$ cat config.mk
export PLATFORM = sky130hd
export DESIGN_NAME = pid_gain_regbank
export DESIGN_NICKNAME = d
export VERILOG_FILES = /design/src/rtl/pid_gain_regbank_pkg.sv /design/src/rtl/pid_gain_regbank_slot.sv /design/src/rtl/pid_gain_regbank.sv
export SDC_FILE = /design/constraint.sdc
export NUM_CORES = 1
export LEC_CHECK = 0
export CAP_MARGIN = 20
export CORE_ASPECT_RATIO = 0.8
export CORE_MARGIN = 2
export CORE_UTILIZATION = 35
export DETAILED_ROUTE_END_ITERATION = 10
export GPL_ROUTABILITY_DRIVEN = 0
export PLACE_DENSITY = 0.61
export SYNTH_ARGS = -nofsm -noshare
export SYNTH_HDL_FRONTEND = slang
export SYNTH_SLANG_ARGS = --single-unit
$ cat constraint.sdc
create_clock -name clk -period 4.3 [get_ports clk]
set_input_delay 0.645 -clock clk [delete_from_list [all_inputs] [get_ports clk]]
set_output_delay 0.645 -clock clk [all_outputs]
set_load 0.01 [all_outputs]
$ cat src/rtl/pid_gain_regbank_pkg.sv
// Shared constants and types for the PID gain register bank.
// CTRL/STATUS bit positions and the commit FSM state encoding.
package pid_regbank_pkg;

    localparam int CTRL_COMMIT = 0;
    localparam int CTRL_REVERT = 1;

    localparam int ST_ARMED   = 0;
    localparam int ST_PENDING = 1;
    localparam int ST_ERR     = 2;

    typedef enum logic {
        IDLE  = 1'b0,
        ARMED = 1'b1
    } commit_state_e;

endpackage

$ cat src/rtl/pid_gain_regbank_slot.sv
// One shadow/active gain register pair.
// Apply copies shadow into active; revert copies active back into shadow.
module pid_gain_slot #(
    parameter int DATA_W      = 6,
    parameter int RESET_VALUE = 0
) (
    input  logic              clk,
    input  logic              rst,
    input  logic              we_i,
    input  logic [DATA_W-1:0] wdata_i,
    input  logic              apply_i,
    input  logic              revert_i,
    output logic [DATA_W-1:0] shadow_o,
    output logic [DATA_W-1:0] active_o
);

    logic [DATA_W-1:0] shadow_q;
    logic [DATA_W-1:0] active_q;

    always_ff @(posedge clk or posedge rst) begin
        if (rst) begin
            shadow_q <= DATA_W'(RESET_VALUE);
            active_q <= DATA_W'(RESET_VALUE);
        end else begin
            // apply samples the pre-edge shadow; a same-cycle write only lands in shadow
            if (apply_i) active_q <= shadow_q;
            if (revert_i) shadow_q <= active_q;
            else if (we_i) shadow_q <= wdata_i;
        end
    end

    assign shadow_o = shadow_q;
    assign active_o = active_q;

endmodule

$ cat src/rtl/pid_gain_regbank.sv
// Double-buffered PID gain register bank with auto-increment pointer,
// frame-synchronous commit, revert and sticky address-error status.
module pid_gain_regbank
    import pid_regbank_pkg::*;
#(
    parameter int NUM_REGS    = 3,
    parameter int DATA_W      = 6,
    parameter int ADDR_W      = 8,
    parameter int RESET_VALUE = 0
) (
    input  logic                       clk,
    input  logic                       rst,
    input  logic                       addr_load,
    input  logic [ADDR_W-1:0]          addr_in,
    input  logic                       wr_en,
    input  logic [DATA_W-1:0]          wr_data,
    input  logic                       rd_en,
    output logic [DATA_W-1:0]          rd_data,
    output logic                       rd_valid,
    input  logic                       frame_strobe,
    output logic [NUM_REGS*DATA_W-1:0] gains,
    output logic                       commit_armed,
    output logic                       pending,
    output logic                       addr_err
);

    localparam logic [ADDR_W-1:0] CTRL_A = ADDR_W'(NUM_REGS);

    logic [ADDR_W-1:0] ptr_q;
    logic [ADDR_W-1:0] eff;
    logic              is_gain, is_ctrl, is_oob;
    logic              wr_gain, wr_ctrl, do_rd, access;
    logic              revert, commit, apply;
    logic              pending_q, pending_d;
    logic              err_q, err_d;
    logic              rd_valid_q;
    logic [DATA_W-1:0] rd_data_q, rd_data_d, shadow_sel, status_w;
    commit_state_e     state_q;

    logic [DATA_W-1:0] shadow [NUM_REGS];
    logic [DATA_W-1:0] active [NUM_REGS];

    assign eff     = addr_load ? addr_in : ptr_q;
    assign is_gain = eff < CTRL_A;
    assign is_ctrl = eff == CTRL_A;
    assign is_oob  = eff > CTRL_A;
    assign wr_gain = wr_en & is_gain;
    assign wr_ctrl = wr_en & is_ctrl;
    assign do_rd   = rd_en & ~wr_en;
    assign access  = wr_en | rd_en;

    assign revert = wr_ctrl & wr_data[CTRL_REVERT];
    assign commit = wr_ctrl & wr_data[CTRL_COMMIT] & ~revert;
    assign apply  = (state_q == ARMED) & frame_strobe & ~revert;

    for (genvar k = 0; k < NUM_REGS; k++) begin : g_slot
        pid_gain_slot #(
            .DATA_W      (DATA_W),
            .RESET_VALUE (RESET_VALUE)
        ) u_slot (
            .clk      (clk),
            .rst      (rst),
            .we_i     (wr_gain && (eff == ADDR_W'(k))),
            .wdata_i  (wr_data),
            .apply_i  (apply),
            .revert_i (revert),
            .shadow_o (shadow[k]),
            .active_o (active[k])
        );
        assign gains[k*DATA_W +: DATA_W] = active[k];
    end

    always_comb begin
        shadow_sel = '0;
        for (int k = 0; k < NUM_REGS; k++) begin
            if (eff == ADDR_W'(k)) shadow_sel = shadow[k];
        end
    end

    assign status_w = DATA_W'({err_q, pending_q, state_q == ARMED});

    always_comb begin
        rd_data_d = rd_data_q;
        if (do_rd) begin
            if (is_gain) rd_data_d = shadow_sel;
            else if (is_ctrl) rd_data_d = status_w;
            else rd_data_d = '0;
        end
    end

    always_comb begin
        pending_d = pending_q;
        if (apply || revert) pending_d = 1'b0;
        if (wr_gain) pending_d = 1'b1;
    end

    // out-of-range set wins over a same-cycle STATUS-read clear
    always_comb begin
        err_d = err_q;
        if (do_rd && is_ctrl) err_d = 1'b0;
        if (access && is_oob) err_d = 1'b1;
    end

    always_ff @(posedge clk or posedge rst) begin
        if (rst) begin
            state_q <= IDLE;
        end else begin
            unique case (state_q)
                IDLE: begin
                    if (commit) state_q <= ARMED;
                end
                ARMED: begin
                    if (revert) state_q <= IDLE;
                    else if (commit) state_q <= ARMED;
                    else if (frame_strobe) state_q <= IDLE;
                end
                default: state_q <= IDLE;
            endcase
        end
    end

    always_ff @(posedge clk or posedge rst) begin
        if (rst) begin
            ptr_q      <= '0;
            pending_q  <= 1'b0;
            err_q      <= 1'b0;
            rd_valid_q <= 1'b0;
            rd_data_q  <= '0;
        end else begin
            if (access) ptr_q <= (eff >= CTRL_A) ? '0 : eff + ADDR_W'(1);
            else if (addr_load) ptr_q <= addr_in;
            pending_q  <= pending_d;
            err_q      <= err_d;
            rd_valid_q <= do_rd;
            rd_data_q  <= rd_data_d;
        end
    end

    assign rd_data      = rd_data_q;
    assign rd_valid     = rd_valid_q;
    assign commit_armed = (state_q == ARMED);
    assign pending      = pending_q;
    assign addr_err     = err_q;

endmodule

# == Yosys cells after proc, flatten, opt, wreduce, memory -nomap -nowiden ==
# Index checks and enable logic that the tools add are counted.
# totals
reg_bits,54
input_bits,20
output_inout_bits,28
word_cells,66
# op_classes
n_addsub,1
order_cmp,3
eq_ne,3
muxes,23
bitwise_logic,12
n_reduce_logical,12
# op_table
operator,count
6-bit two-way mux,10
8-bit two-way mux,3
"8-bit by 2-bit == test with 1-bit output, second input constant",2
2-bit nonzero test,5
"8-bit by 1-bit adder with 8-bit output, second input constant",1
1-bit AND,8
"8-bit by 1-bit == test with 1-bit output, second input constant",1
"8-bit by 2-bit >= comparator with 1-bit output, second input constant",1
"8-bit by 2-bit > comparator with 1-bit output, second input constant",1
8-bit logical NOT,1
"8-bit by 2-bit < comparator with 1-bit output, second input constant",1
1-bit two-way mux,8
1-bit logical AND,5
3-bit two-way mux,1
1-bit inverter,3
1-bit one-hot mux with 2 select lines,1
1-bit logical OR,1
1-bit OR,1

# == Depth between registers and ports, before layout ==
# Gate-level depths: netlist (run 1).
# logic_depth
ltp_word,9
depth_mapped,11
ltp_nobuf,8

# == Hierarchy ==
# Synthesis (run 1) repeated with hierarchy kept, for this count alone.
# hier_totals
hier_cells,247
hier_area_um2,2813.9
# by_module_without_submodules
mod,n_inst,cells_each,area_per_inst_um2,seq_area_each_um2
pid_gain_slot,3,40,534.3,300.3
pid_gain_regbank,1,127,1211.2,450.4

# == Worst setup path after synthesis (run 1) ==
# Ideal clock, no wire load.
# synth_timing
path_type,input -> register
start,in addr_load
end,reg g_slot[0].u_slot.active_q[1]
setup_time_ps,125
arrival_ps,2642
required_ps,4175
setup_slack_ps,1533
cell_stages,10
path_buffers,3
cell_sequence,buf_2 > mux2i_1 > inv_1 > ha_1 > buf_2 > nand3_1 > a21oi_2 > nor2_2 > buf_2 > mux2_2
# synth_between
elab_chain_len,6
# synth_lines
element,line_no,rtl
"start, declared",pid_gain_regbank.sv:13,"input logic addr_load,"
8-bit two-way mux,n/a,
8-bit by 2-bit == test with 1-bit output,pid_gain_regbank.sv:45,assign is_ctrl = eff == CTRL_A;
1-bit AND,pid_gain_regbank.sv:48,assign wr_ctrl = wr_en & is_ctrl;
1-bit AND,pid_gain_regbank.sv:52,assign revert = wr_ctrl & wr_data[CTRL_REVERT];
1-bit inverter,pid_gain_regbank.sv:54,assign apply = (state_q == ARMED) & frame_strobe & ~revert;
1-bit AND,pid_gain_regbank.sv:54,
"end signal, assigned",pid_gain_regbank_slot.sv:23,active_q <= DATA_W'(RESET_VALUE);
"end signal, assigned",pid_gain_regbank_slot.sv:26,if (apply_i) active_q <= shadow_q;
"end, declared",pid_gain_regbank_slot.sv:18,logic [DATA_W-1:0] active_q;
# No other way between the ends.
# A chain may end at the register's enable or synchronous reset.

# == Worst setup path in the final report (run 1) ==
# layout_timing
start,in addr_load
end,reg g_slot[2].u_slot.shadow_q[0]
# layout_between
elab_chain_len,5
word_cells_on_any_way,10
cone_classes,order compare: 1; eq/ne: 2; mux: 2; bitwise: 3; reduce/logical: 2
# layout_lines
element,line_no,rtl
8-bit two-way mux *,n/a,
8-bit by 2-bit < comparator with 1-bit output or 8-bit by 2-bit == test with 1-bit output (tied branches),"pid_gain_regbank.sv:44, pid_gain_regbank.sv:45",
"1-bit AND, on equally long branches","pid_gain_regbank.sv:47, pid_gain_regbank.sv:48",
1-bit logical AND or 1-bit AND (tied branches),"pid_gain_regbank.sv:63, pid_gain_regbank.sv:52",
2-bit nonzero test (no source line) or 6-bit two-way mux (tied branches),n/a,
"end signal, assigned",pid_gain_regbank_slot.sv:22,shadow_q <= DATA_W'(RESET_VALUE);
"end signal, assigned",pid_gain_regbank_slot.sv:27,if (revert_i) shadow_q <= active_q;
"end signal, assigned",pid_gain_regbank_slot.sv:28,else if (we_i) shadow_q <= wdata_i;
"end, declared",pid_gain_regbank_slot.sv:17,logic [DATA_W-1:0] shadow_q;
# Mark *: on every way between the ends. The rest lies on a longest branch, timed or not.

==> results of run 1 <==
Yosys cell counts (4+ instances only):
| master | instances |
|---|---|
| mux2i_1 | 23 |
| inv_1 | 7 |
| dfrtp_1 | 54 |
| nor2_1 | 27 |
| o21ai_0 | 14 |
| nor3_1 | 4 |
| ha_1 | 4 |
| nand2_1 | 19 |
| clkbuf_1 | 10 |
| mux2_2 | 17 |
| nand3_1 | 7 |
| a21oi_1 | 29 |
power by group through the flow:
stage	Clock (W)	Combinational (W)	Sequential, W
after floorplan	0	0.000237	0.000773
after global placement	0	0.000440	0.000786
after detailed placement	0	0.000448	0.000788
after CTS	0.000304	0.000450	0.000779
after global routing	0.000332	0.000495	0.000803
final	0.000295	0.000447	0.000777
cell families (layout without fill, tap and decap cells):
kind of cell | count (synthesis) | in the layout
DFF | 54 | 54
AOI/OAI and AO/OA | 58 | 58
and+or+nand+nor | 72 | 72
adders and majority gates | 4 | 4
muxes | 41 | 41
buffers and inverters | 20 | 69
registers in the layout, indices dropped and copies added, names as in the netlist:
signal / count
commit_armed: 1
pending: 1
ptr_q: 8
addr_err: 1
rd_valid: 1
rd_data: 6
g_slot.u_slot.active_o: 18
g_slot.u_slot.shadow_o: 18
critical path, delay by kind of cell:
kind	cells	cell delay, ps
AO/OA/AOI/OAI	2	770
adder cells (fa/ha/maj)	1	380
buffers and inverters	3	790
multiplexers	2	740
per-layer routing:
layer,share of wire [%],track usage [%],up-vias
met2,41,21.3,46
met5,0,0,-
met3,3.4,3.06,7
met1,55,25.6,935
li1,-,-,979
met4,0.85,4.05,0
cell type report:
cell class	count	area share, %
Clock buffer	6	2.49
Clock inverter	2	0.378
Inverter	7	0.794
Multi-Input combinational cell	175	36.3
Sequential cell	54	40.8
Tap cell	90	3.40
Timing Repair Buffer	54	15.8
stage by stage:
| step | std cells | setup slack (ps) |
|---|---|---|
| final | 388 | 1130 |
| after global routing | 388 | 933 |
| after CTS | 388 | 1150 |
| after detailed placement | 380 | 847 |
| after global placement | 380 | 952 |
| after floorplan | 249 | 1530 |
worst max-delay path by stage:
| stage | endpoint | slack, ps | cells past startpoint |
|---|---|---|---|
| final | g_slot[2].u_slot.shadow_o[0]$_DFFE_PP0P_ | 1130 | 8 |
| after global routing | g_slot[2].u_slot.shadow_o[0]$_DFFE_PP0P_ | 930 | 8 |
| after CTS | g_slot[2].u_slot.shadow_o[0]$_DFFE_PP0P_ | 1150 | 8 |
| after floorplan | g_slot[0].u_slot.active_o[1]$_DFFE_PP0P_ | 1530 | 10 |
| after global placement | g_slot[2].u_slot.shadow_o[0]$_DFFE_PP0P_ | 950 | 8 |
| after detailed placement | g_slot[2].u_slot.shadow_o[0]$_DFFE_PP0P_ | 850 | 8 |
==> reports/metrics.yaml, run 1 <==
cts_root_buf: "clkbuf_8"
grt_usage_pct: 15.9
synth_area_leader_cell: "dfrtp_1"
power_leakage_nw: 1.44
synth-warning-count: 0
worstSetupPathType: "input pin to register"
ys.flop_type: "dfrtp_1"
postCtsHoldBufs: 0
layout_common_cells: "dfrtp_1, clkdlybuf4s50_1, a21oi_1, nor2_1, mux2i_1"
setup_violations: 0
synth_compound_area_share_pct: 13.7
vias: 1967
synth_top_family_by_area: "multiplexers"
period_needed_ps: 3170
end_kind: "register"
fin_crit_sh_pct: 73.6
hold_end: "rd_data[3]$_DFFE_PP0P_"
grt_pass1_vias: 1870
synth_nets: 273
drcViolationCount: 0
synthAdderAreaFrac_pct: 1.90
cp_common_cell: "mux2i_1"
synthCells: 249
grt_max_degree: 35
hp-class: "register to register"
intPower_w: 0.00103
grt_first_pass_wirelength_um: 10000
hold_viol: 0
grt_antenna_before_repair: 0
hold_depth: 2
dp_hpwl_um: 4420
arrival_ps: 3350
tightest_slew_ps: 691
drt-initial-drc-count: 93
netlist_area_mm2: 0.00263
synth-xor-area-share_pct: 0
ff_latch_area_mm2: 0.00135
io_pins: 48
clkTransAtPathRegs_ps: 90
final_nets: 321
synthTopCellsByArea: "dfrtp_1, mux2i_1, mux2_2"
dr.pass1.iters: 4
final_max_slew_viol_count: 0
coreArea_mm2: 0.00736
rrSetupSlack_ps: 1860
worstReg2RegEnd: "g_slot[2].u_slot.shadow_o[0]$_DFFE_PP0P_"
synth-async-reset-ratio_pct: 100
cts.sinks: 54
max_freq_mhz: 316
start_util_pct: 35.8
yosys.area_share.simple_pct: 13.6
rsz0062_at_grt: "no"
die_h_um: 81.6
final_common_cell: "dfrtp_1"
synth_top_area_share_pct: 51.3
combinationalPowerShare_pct: 29.4
core.rowCount: 28
ys_seq_elements: 54
viasPerCell: 5.07
synthMuxAreaShare_pct: 16.4
die-area_mm2: 0.00824
seqPwrFrac_pct: 51.2
hold_ws_ps: 489
startpoint: "addr_load"
drive_above_1_share_pct: 14.8
ctsHtreeMaxLevel: 2
cp.required_ps: 4480
critPathSlowestCell: "a2111oi_4"
clock_power_share_pct: 19.4
fin_area_mm2: 0.00331
fp.dieW_um: 101
power_density_mw_per_mm2: 459
crit_chain: "clkdlybuf4s50_1 -> buf_4 -> mux2i_1 -> inv_1 -> ha_1 -> a2111oi_4 -> mux2i_1 -> a21oi_1"
antenna_cells: 0
fin_setup_tns_ps: 0
grt-ovfl-total: 0
syn_avg_cell_area_um2: 10.6
cts_tree: "yes"
p_total_w: 0.00152
outcome: "completed"
cp_max_fo: 14
finClkSkew_ps: 6.68
max_stage_delay_ps: 680
synth_cell_types: 33
startpoint_type: "input pin"
syn_to_final_growth_pct: 25.8
hp-start: "rd_data[3]$_DFFE_PP0P_"
route.antenna.remaining_nets: 0
place_area_mm2: 0.00322
max_slew_margin_pct: 53.9
cts_resized: 0
multi_input_area_mm2: 0.00120
clkLatencyLatePin_ps: 310
port_buffers: 47
cts.path.max_buffers: 2
ys_seq_area_share_pct: 51.3
synth-edff-count: 0
netSwitchingPower_w: 0.000486
wl_per_cell_um: 15.4
worstRegToRegCells: 6
routed_wirelength_um: 5970
final_core_util_pct: 45.0
max_cap_violations: 0
vdd_drop_max_mv: 0.237
fillCellCount: 712
worstReg2RegStart: "ptr_q[0]$_DFF_PP0_"
switching_share_pct: 32.0
numCtsBuffers: 5
cts_setup_buffers: 0
Power figures use the tool's default switching activity.
==> run 2: changes to the inputs <==
--- a/config.mk
+++ b/config.mk
@@ -11,7 +11,7 @@
 export CORE_UTILIZATION = 35
 export DETAILED_ROUTE_END_ITERATION = 10
 export GPL_ROUTABILITY_DRIVEN = 0
-export PLACE_DENSITY = 0.61
+export PLACE_DENSITY = 0.63
 export SYNTH_ARGS = -nofsm -noshare
 export SYNTH_HDL_FRONTEND = slang
 export SYNTH_SLANG_ARGS = --single-unit
==> constraint.sdc (replaced) <==
create_clock -name clk -period 2.7 [get_ports clk]
set_input_delay 0.405 -clock clk [delete_from_list [all_inputs] [get_ports clk]]
set_output_delay 0.405 -clock clk [all_outputs]
set_load 0.01 [all_outputs]
==> run 2 against run 1 <==
  * Design area up 2.9%
  * Hold slack worse by 57 ps
  * Non-clock buffer count up 9
  * Power up 66%
  * Core utilization up 1.3 points
  * Register-to-register slack worse by 1200 ps
  * Sequential share of layout area down 1.2 points
==> reports/metrics.yaml, run 2 (same netlist as run 1, synthesis figures left out) <==
outcome: "completed"  # unchanged
core.rowCount: 28  # unchanged
antenna_cells: 0  # unchanged
dp_worst_setup_slack_ps: -14.6  # was 847 ps
setup_slack_ps: 301  # was 1130 ps
final_max_slew_viol_count: 0  # unchanged
postCtsHoldBufs: 0  # unchanged
cts_resized: 0  # unchanged
max_freq_mhz: 417
worstReg2RegStart: "ptr_q[1]$_DFF_PP0_"  # was ptr_q[0]$_DFF_PP0_
cts_root_buf: "clkbuf_8"  # unchanged
finClkSkew_ps: 9.40  # was 6.68 ps
fp.dieW_um: 101  # unchanged
drive_above_1_share_pct: 17.0  # was 14.8%
grt_antenna_before_repair: 0  # unchanged
cp.required_ps: 2900  # was 4480 ps
clkLatencyLatePin_ps: 310  # about the same
arrival_ps: 2590  # was 3350 ps
startpoint_type: "input pin"  # unchanged
wl_per_cell_um: 15.3  # was 15.4 um
dr.pass1.iters: 4  # unchanged
max_cap_violations: 0  # unchanged
syn_to_final_growth_pct: 29.5  # was 25.8%
drcViolationCount: 0  # unchanged
vias: 1962  # was 1967
start_util_pct: 35.8  # unchanged
die-area_mm2: 0.00824  # unchanged
critPathSlowestCell: "clkdlybuf4s50_1"  # was a2111oi_4
end_kind: "register"  # unchanged
path_buf_inv: 3  # unchanged
rsz0062_at_grt: "no"  # unchanged
startpoint: "addr_load"  # unchanged
power_leakage_nw: 1.50  # was 1.44 nW
worstSetupPathType: "input pin to register"  # unchanged
cts_tree: "yes"  # unchanged
final_cells: 396  # was 388
grt_usage_pct: 16.2  # was 15.9%
die_h_um: 81.6  # unchanged
cts.path.max_buffers: 2  # unchanged
port_buffers: 47  # unchanged
setup_violations: 0  # unchanged
cts.sinks: 54  # unchanged
ctsHtreeMaxLevel: 2  # unchanged
numCtsBuffers: 5  # unchanged
hp-class: "input pin to async pin"  # was register to register
clkTransAtPathRegs_ps: 90  # about the same
drt-initial-drc-count: 76  # was 93
dp_cells: 389  # was 380
hold_viol: 0  # unchanged
io_pins: 48  # unchanged
viasPerCell: 4.95  # was 5.07
fin_crit_sh_pct: 88.8
grt_pass1_vias: 1949  # was 1870
vdd_drop_max_mv: 0.361  # was 0.237 mV
power_density_mw_per_mm2: 741  # was 459 mW/mm2
route.antenna.remaining_nets: 0  # unchanged
period_needed_ps: 2400
routed_wirelength_um: 6070  # was 5970 um
layout_common_cells: "dfrtp_1, clkdlybuf4s50_1, a21oi_1, nor2_1, mux2i_1"  # unchanged
grt_first_pass_wirelength_um: 10200  # was 10000 um
grt-ovfl-total: 0  # unchanged
max_stage_delay_ps: 530  # was 680 ps
final_nets: 330  # was 321
max_slew_margin_pct: 66.5  # was 53.9%
dp_hpwl_um: 4570  # was 4420 um
crit_family: "buffers and inverters"  # unchanged
cts_setup_buffers: 0  # unchanged
crit_chain: "clkdlybuf4s50_1 -> mux2i_1 -> inv_1 -> ha_1 -> nand3_1 -> a21oi_2 -> nor2_2 -> buf_4 -> mux2_2"  # was clkdlybuf4s50_1 -> buf_4 -> mux2i_1 -> inv_1 -> ha_1 -> a2111oi_4 -> mux2i_1 -> a21oi_1
grt_max_degree: 34  # was 35
final_common_cell: "dfrtp_1"  # unchanged
cp_max_fo: 9  # was 14
tightest_slew_ps: 502  # was 691 ps
coreArea_mm2: 0.00736  # unchanged
run 2: final timing paths:
path                                                       endpoint  slack (ps)  cells past startpoint
setup / recovery           g_slot[0].u_slot.active_o[2]$_DFFE_PP0P_         300                      9
hold / removal                                   ptr_q[1]$_DFF_PP0_         430                      2
setup reg to reg           g_slot[0].u_slot.active_o[2]$_DFFE_PP0P_         650                      8
hold reg to reg                              rd_data[4]$_DFFE_PP0P_         480                      2
max in group asynchronous  g_slot[1].u_slot.shadow_o[0]$_DFFE_PP0P_        1710                      3
min in group clk                             rd_data[4]$_DFFE_PP0P_         480                      2
run 2: area by class of cell:
type	instances	area, um2
clock buffers	6	82.6
clock inverters	1	30.0
fillers	690	3950
inverters	7	26.3
multi-input cells	175	1200
flip-flops and latches	54	1350
well taps	90	113
repair buffers	63	603
run 2: layer usage:
metal / wire length (um) / up-vias / GRT usage [%]
met5: 0 / - / 0
met4: 75 / 0 / 4.86
met3: 212 / 7 / 2.89
met2: 2580 / 35 / 23.9
met1: 3210 / 932 / 24.2
li1: - / 988 / -
run 2: worst register-to-register path, cell delays in order, from the launching register on:
cell,delay [ps]
dfrtp_1,370
mux2i_1,250
inv_1,110
ha_1,270
nand3_1,130
a21oi_2,60
nor2_2,170
buf_4,220
mux2_2,350
run 2: per-stage QoR:
| step | power (W) | area, um2 | setup TNS (ps) | utilization [%] | hold WS (ps) |
|---|---|---|---|---|---|
| final | 0.00253 | 3410 | 0 | 46.3 | 432 |
| after floorplan | 0.00161 | 2630 | 0 | - | 486 |
| after CTS | 0.00255 | 3410 | 0 | 46.3 | 450 |
| after global placement | 0.00198 | 3300 | 0 | 44.8 | 471 |
| after detailed placement | 0.00199 | 3300 | -80.3 | 44.8 | 468 |
| after global routing | 0.00270 | 3410 | 0 | 46.3 | 479 |
run 2: where the power goes:
group          internal [W]  total [W]  switching [W]
registers           0.00104    0.00124       0.000201
clock network      0.000297   0.000553       0.000256
logic              0.000410   0.000730       0.000320
==> run 3: changes to the inputs <==
--- a/config.mk
+++ b/config.mk
@@ -7,8 +7,9 @@
 export LEC_CHECK = 0
 export CAP_MARGIN = 20
 export CORE_ASPECT_RATIO = 0.8
-export CORE_MARGIN = 2
+export CORE_MARGIN = 3
 export CORE_UTILIZATION = 35
+export CTS_CLUSTER_SIZE = 10
 export DETAILED_ROUTE_END_ITERATION = 10
 export GPL_ROUTABILITY_DRIVEN = 0
 export PLACE_DENSITY = 0.63
==> run 3 against run 2 <==
  * Hold slack lost 45 ps
  * Register-to-register slack gained 40 ps
  * Worst setup slack gained 49 ps
  * Combinational power grew 0.5%
  * Largest power group unchanged
  * Fmax grew 2.1%
  * Routed wire length grew 1.3%
  * Non-clock buffer count is the same
  * Count of clock-buffer cells in the layout is the same
  * Highest routed layer unchanged
  * Sequential share of layout area grew 0.43 points
  * Clock skew grew 2.3 ps
==> reports/metrics.yaml, run 3 (same netlist as run 1, synthesis figures left out) <==
outcome: "completed"  # unchanged
top_usage_layer: "met1"  # unchanged
port_buffers: 47  # unchanged
ff_latch_area_mm2: 0.00135  # unchanged
postCtsHoldBufs: 0  # unchanged
core.rowCount: 27  # was 28
period_needed_ps: 2350  # was 2400 ps
vdd_drop_max_mv: 0.329  # was 0.361 mV
worstRegToRegCells: 8  # unchanged
max_cap_violations: 0  # unchanged
use_met3_pct: 4.01  # was 2.89%
route.antenna.remaining_nets: 0  # unchanged
dr.pass1.iters: 4  # unchanged
layout_common_cells: "dfrtp_1, clkdlybuf4s50_1, a21oi_1, nor2_1, mux2i_1"  # unchanged
setup_violations: 0  # unchanged
end_kind: "register"  # unchanged
grt-ovfl-total: 0  # unchanged
startpoint_type: "input pin"  # unchanged
cts.sinks: 54  # unchanged
die_h_um: 83.6  # was 81.6 um
cp.required_ps: 2900  # about the same
final_common_cell: "dfrtp_1"  # unchanged
worstReg2RegStart: "ptr_q[0]$_DFF_PP0_"  # was ptr_q[1]$_DFF_PP0_
hp-class: "input pin to async pin"  # unchanged
met2_usage_pct: 21.0  # was 23.9%
final_max_slew_viol_count: 0  # unchanged
coreArea_mm2: 0.00709  # was 0.00736 mm2
final_cells: 393  # was 396
grt_util_met1_pct: 24.3  # was 24.2%
arrival_ps: 2550  # was 2590 ps
cp_max_fo: 18  # was 9
io_pins: 48  # unchanged
max_stage_delay_ps: 530  # about the same
drcViolationCount: 0  # unchanged
critPathSlowestCell: "clkdlybuf4s50_1"  # unchanged
power_density_mw_per_mm2: 713  # was 741 mW/mm2
fp.dieW_um: 103  # was 101 um
clkLatencyLatePin_ps: 310  # about the same
cts_root_buf: "clkbuf_8"  # unchanged
finClkSkew_ps: 11.7  # was 9.40 ps
worstSetupPathType: "input pin to register"  # unchanged
wl_per_cell_um: 15.7  # was 15.3 um
grt_max_degree: 35  # was 34
final_nets: 330  # unchanged
dp_hpwl_um: 4540  # was 4570 um
vias: 2001  # was 1962
drt-initial-drc-count: 100  # was 76
syn_to_final_growth_pct: 28.1  # was 29.5%
cts.path.max_buffers: 2  # unchanged
fin_crit_sh_pct: 87.0  # was 88.8%
grt_usage_pct: 15.3  # was 16.2%
fillCellCount: 693  # was 690
routed_wirelength_um: 6150  # was 6070 um
grt_antenna_before_repair: 0  # unchanged
multi_input_area_mm2: 0.00120  # unchanged
grt_first_pass_wirelength_um: 10400  # was 10200 um
start_util_pct: 37.1  # was 35.8%
max_freq_mhz: 426  # was 417 MHz
power_leakage_nw: 1.48  # was 1.50 nW
cts_setup_buffers: 0  # unchanged
ctsHtreeMaxLevel: 2  # unchanged
fin_setup_tns_ps: 0  # unchanged
cts_resized: 0  # unchanged
drive_above_1_share_pct: 16.7  # was 17.0%
die-area_mm2: 0.00860  # was 0.00824 mm2
rrSetupSlack_ps: 690  # was 650 ps
dp_cells: 386  # was 389
worstReg2RegEnd: "g_slot[2].u_slot.active_o[1]$_DFFE_PP0P_"  # was g_slot[0].u_slot.active_o[2]$_DFFE_PP0P_
rsz0062_at_grt: "no"  # unchanged
cts_tree: "yes"  # unchanged
grt_pass1_vias: 2005  # was 1949
hold_viol: 0  # unchanged
max_slew_margin_pct: 74.1  # was 66.5%
numCtsBuffers: 5  # unchanged
tightest_slew_ps: 388  # was 502 ps
crit_chain: "clkdlybuf4s50_1 -> mux2i_1 -> inv_1 -> ha_1 -> nand3_1 -> a21oi_2 -> nor2_2 -> buf_12 -> mux2_2"  # was clkdlybuf4s50_1 -> mux2i_1 -> inv_1 -> ha_1 -> nand3_1 -> a21oi_2 -> nor2_2 -> buf_4 -> mux2_2
clkTransAtPathRegs_ps: 90  # about the same
viasPerCell: 5.09  # was 4.95
antenna_cells: 0  # unchanged
[run 3: changes by cell type in the layout (fill, tap and decap cells not counted)]
| cell | change |
|---|---|
| bufinv_16 | -1 |
| clkbuf_8 | -1 |
| clkinvlp_4 | +1 |
| clkbuf_1 | +1 |
[run 3: where the power goes]
group | switching, W | internal, W
combinational | 0.000324 | 0.000410
clock | 0.000253 | 0.000178
sequential | 0.000194 | 0.00104
total | 0.000771 | 0.00163
[run 3: worst max-delay path by stage]
stage,slack (ps),cells past startpoint,end,startpoint
after floorplan,170,10,g_slot[0].u_slot.active_o[1]$_DFFE_PP0P_,addr_load
after global placement,100,9,g_slot[0].u_slot.active_o[2]$_DFFE_PP0P_,addr_load
after detailed placement,40,9,g_slot[0].u_slot.active_o[3]$_DFFE_PP0P_,addr_load
after CTS,360,9,g_slot[2].u_slot.active_o[1]$_DFFE_PP0P_,addr_load
after global routing,200,9,g_slot[1].u_slot.shadow_o[1]$_DFFE_PP0P_,addr_load
final,350,9,g_slot[2].u_slot.active_o[1]$_DFFE_PP0P_,addr_load
[run 3: final cells by class]
cell class	count	share of cell area (%)
Clock buffer	6	2.15
Clock inverter	1	0.223
Inverter	7	0.779
Multi-Input combinational cell	175	35.7
Sequential cell	54	40.1
Tap cell	87	3.23
Timing Repair Buffer	63	17.9
[run 3: per-stage QoR]
| stage | area, um2 | util [%] | total power (W) | setup slack, ps | hold slack (ps) |
|---|---|---|---|---|---|
| floorplan | 2630 | - | 0.00161 | 173 | 486 |
| global placement | 3290 | 46.4 | 0.00197 | 102 | 466 |
| detailed placement | 3290 | 46.4 | 0.00199 | 40.6 | 469 |
| CTS | 3370 | 47.5 | 0.00243 | 361 | 394 |
| global route | 3370 | 47.5 | 0.00257 | 196 | 421 |
| finish | 3370 | 47.5 | 0.00240 | 350 | 387 |
[run 3: routing by layer]
metal / part of all wire [%] / vias up / routed length (um)
met5: 0 / - / 0
met4: 0.65 / 0 / 40
met3: 5.0 / 6 / 309
met2: 41 / 52 / 2530
met1: 53 / 949 / 3270
li1: - / 994 / -
[run 3: worst max-delay path: cells and delay by family]
family	cells	cell delay [ps]
simple gates	2	300
compound gates	1	60
fa+ha+maj	1	280
mux	2	670
buf+inv	3	820
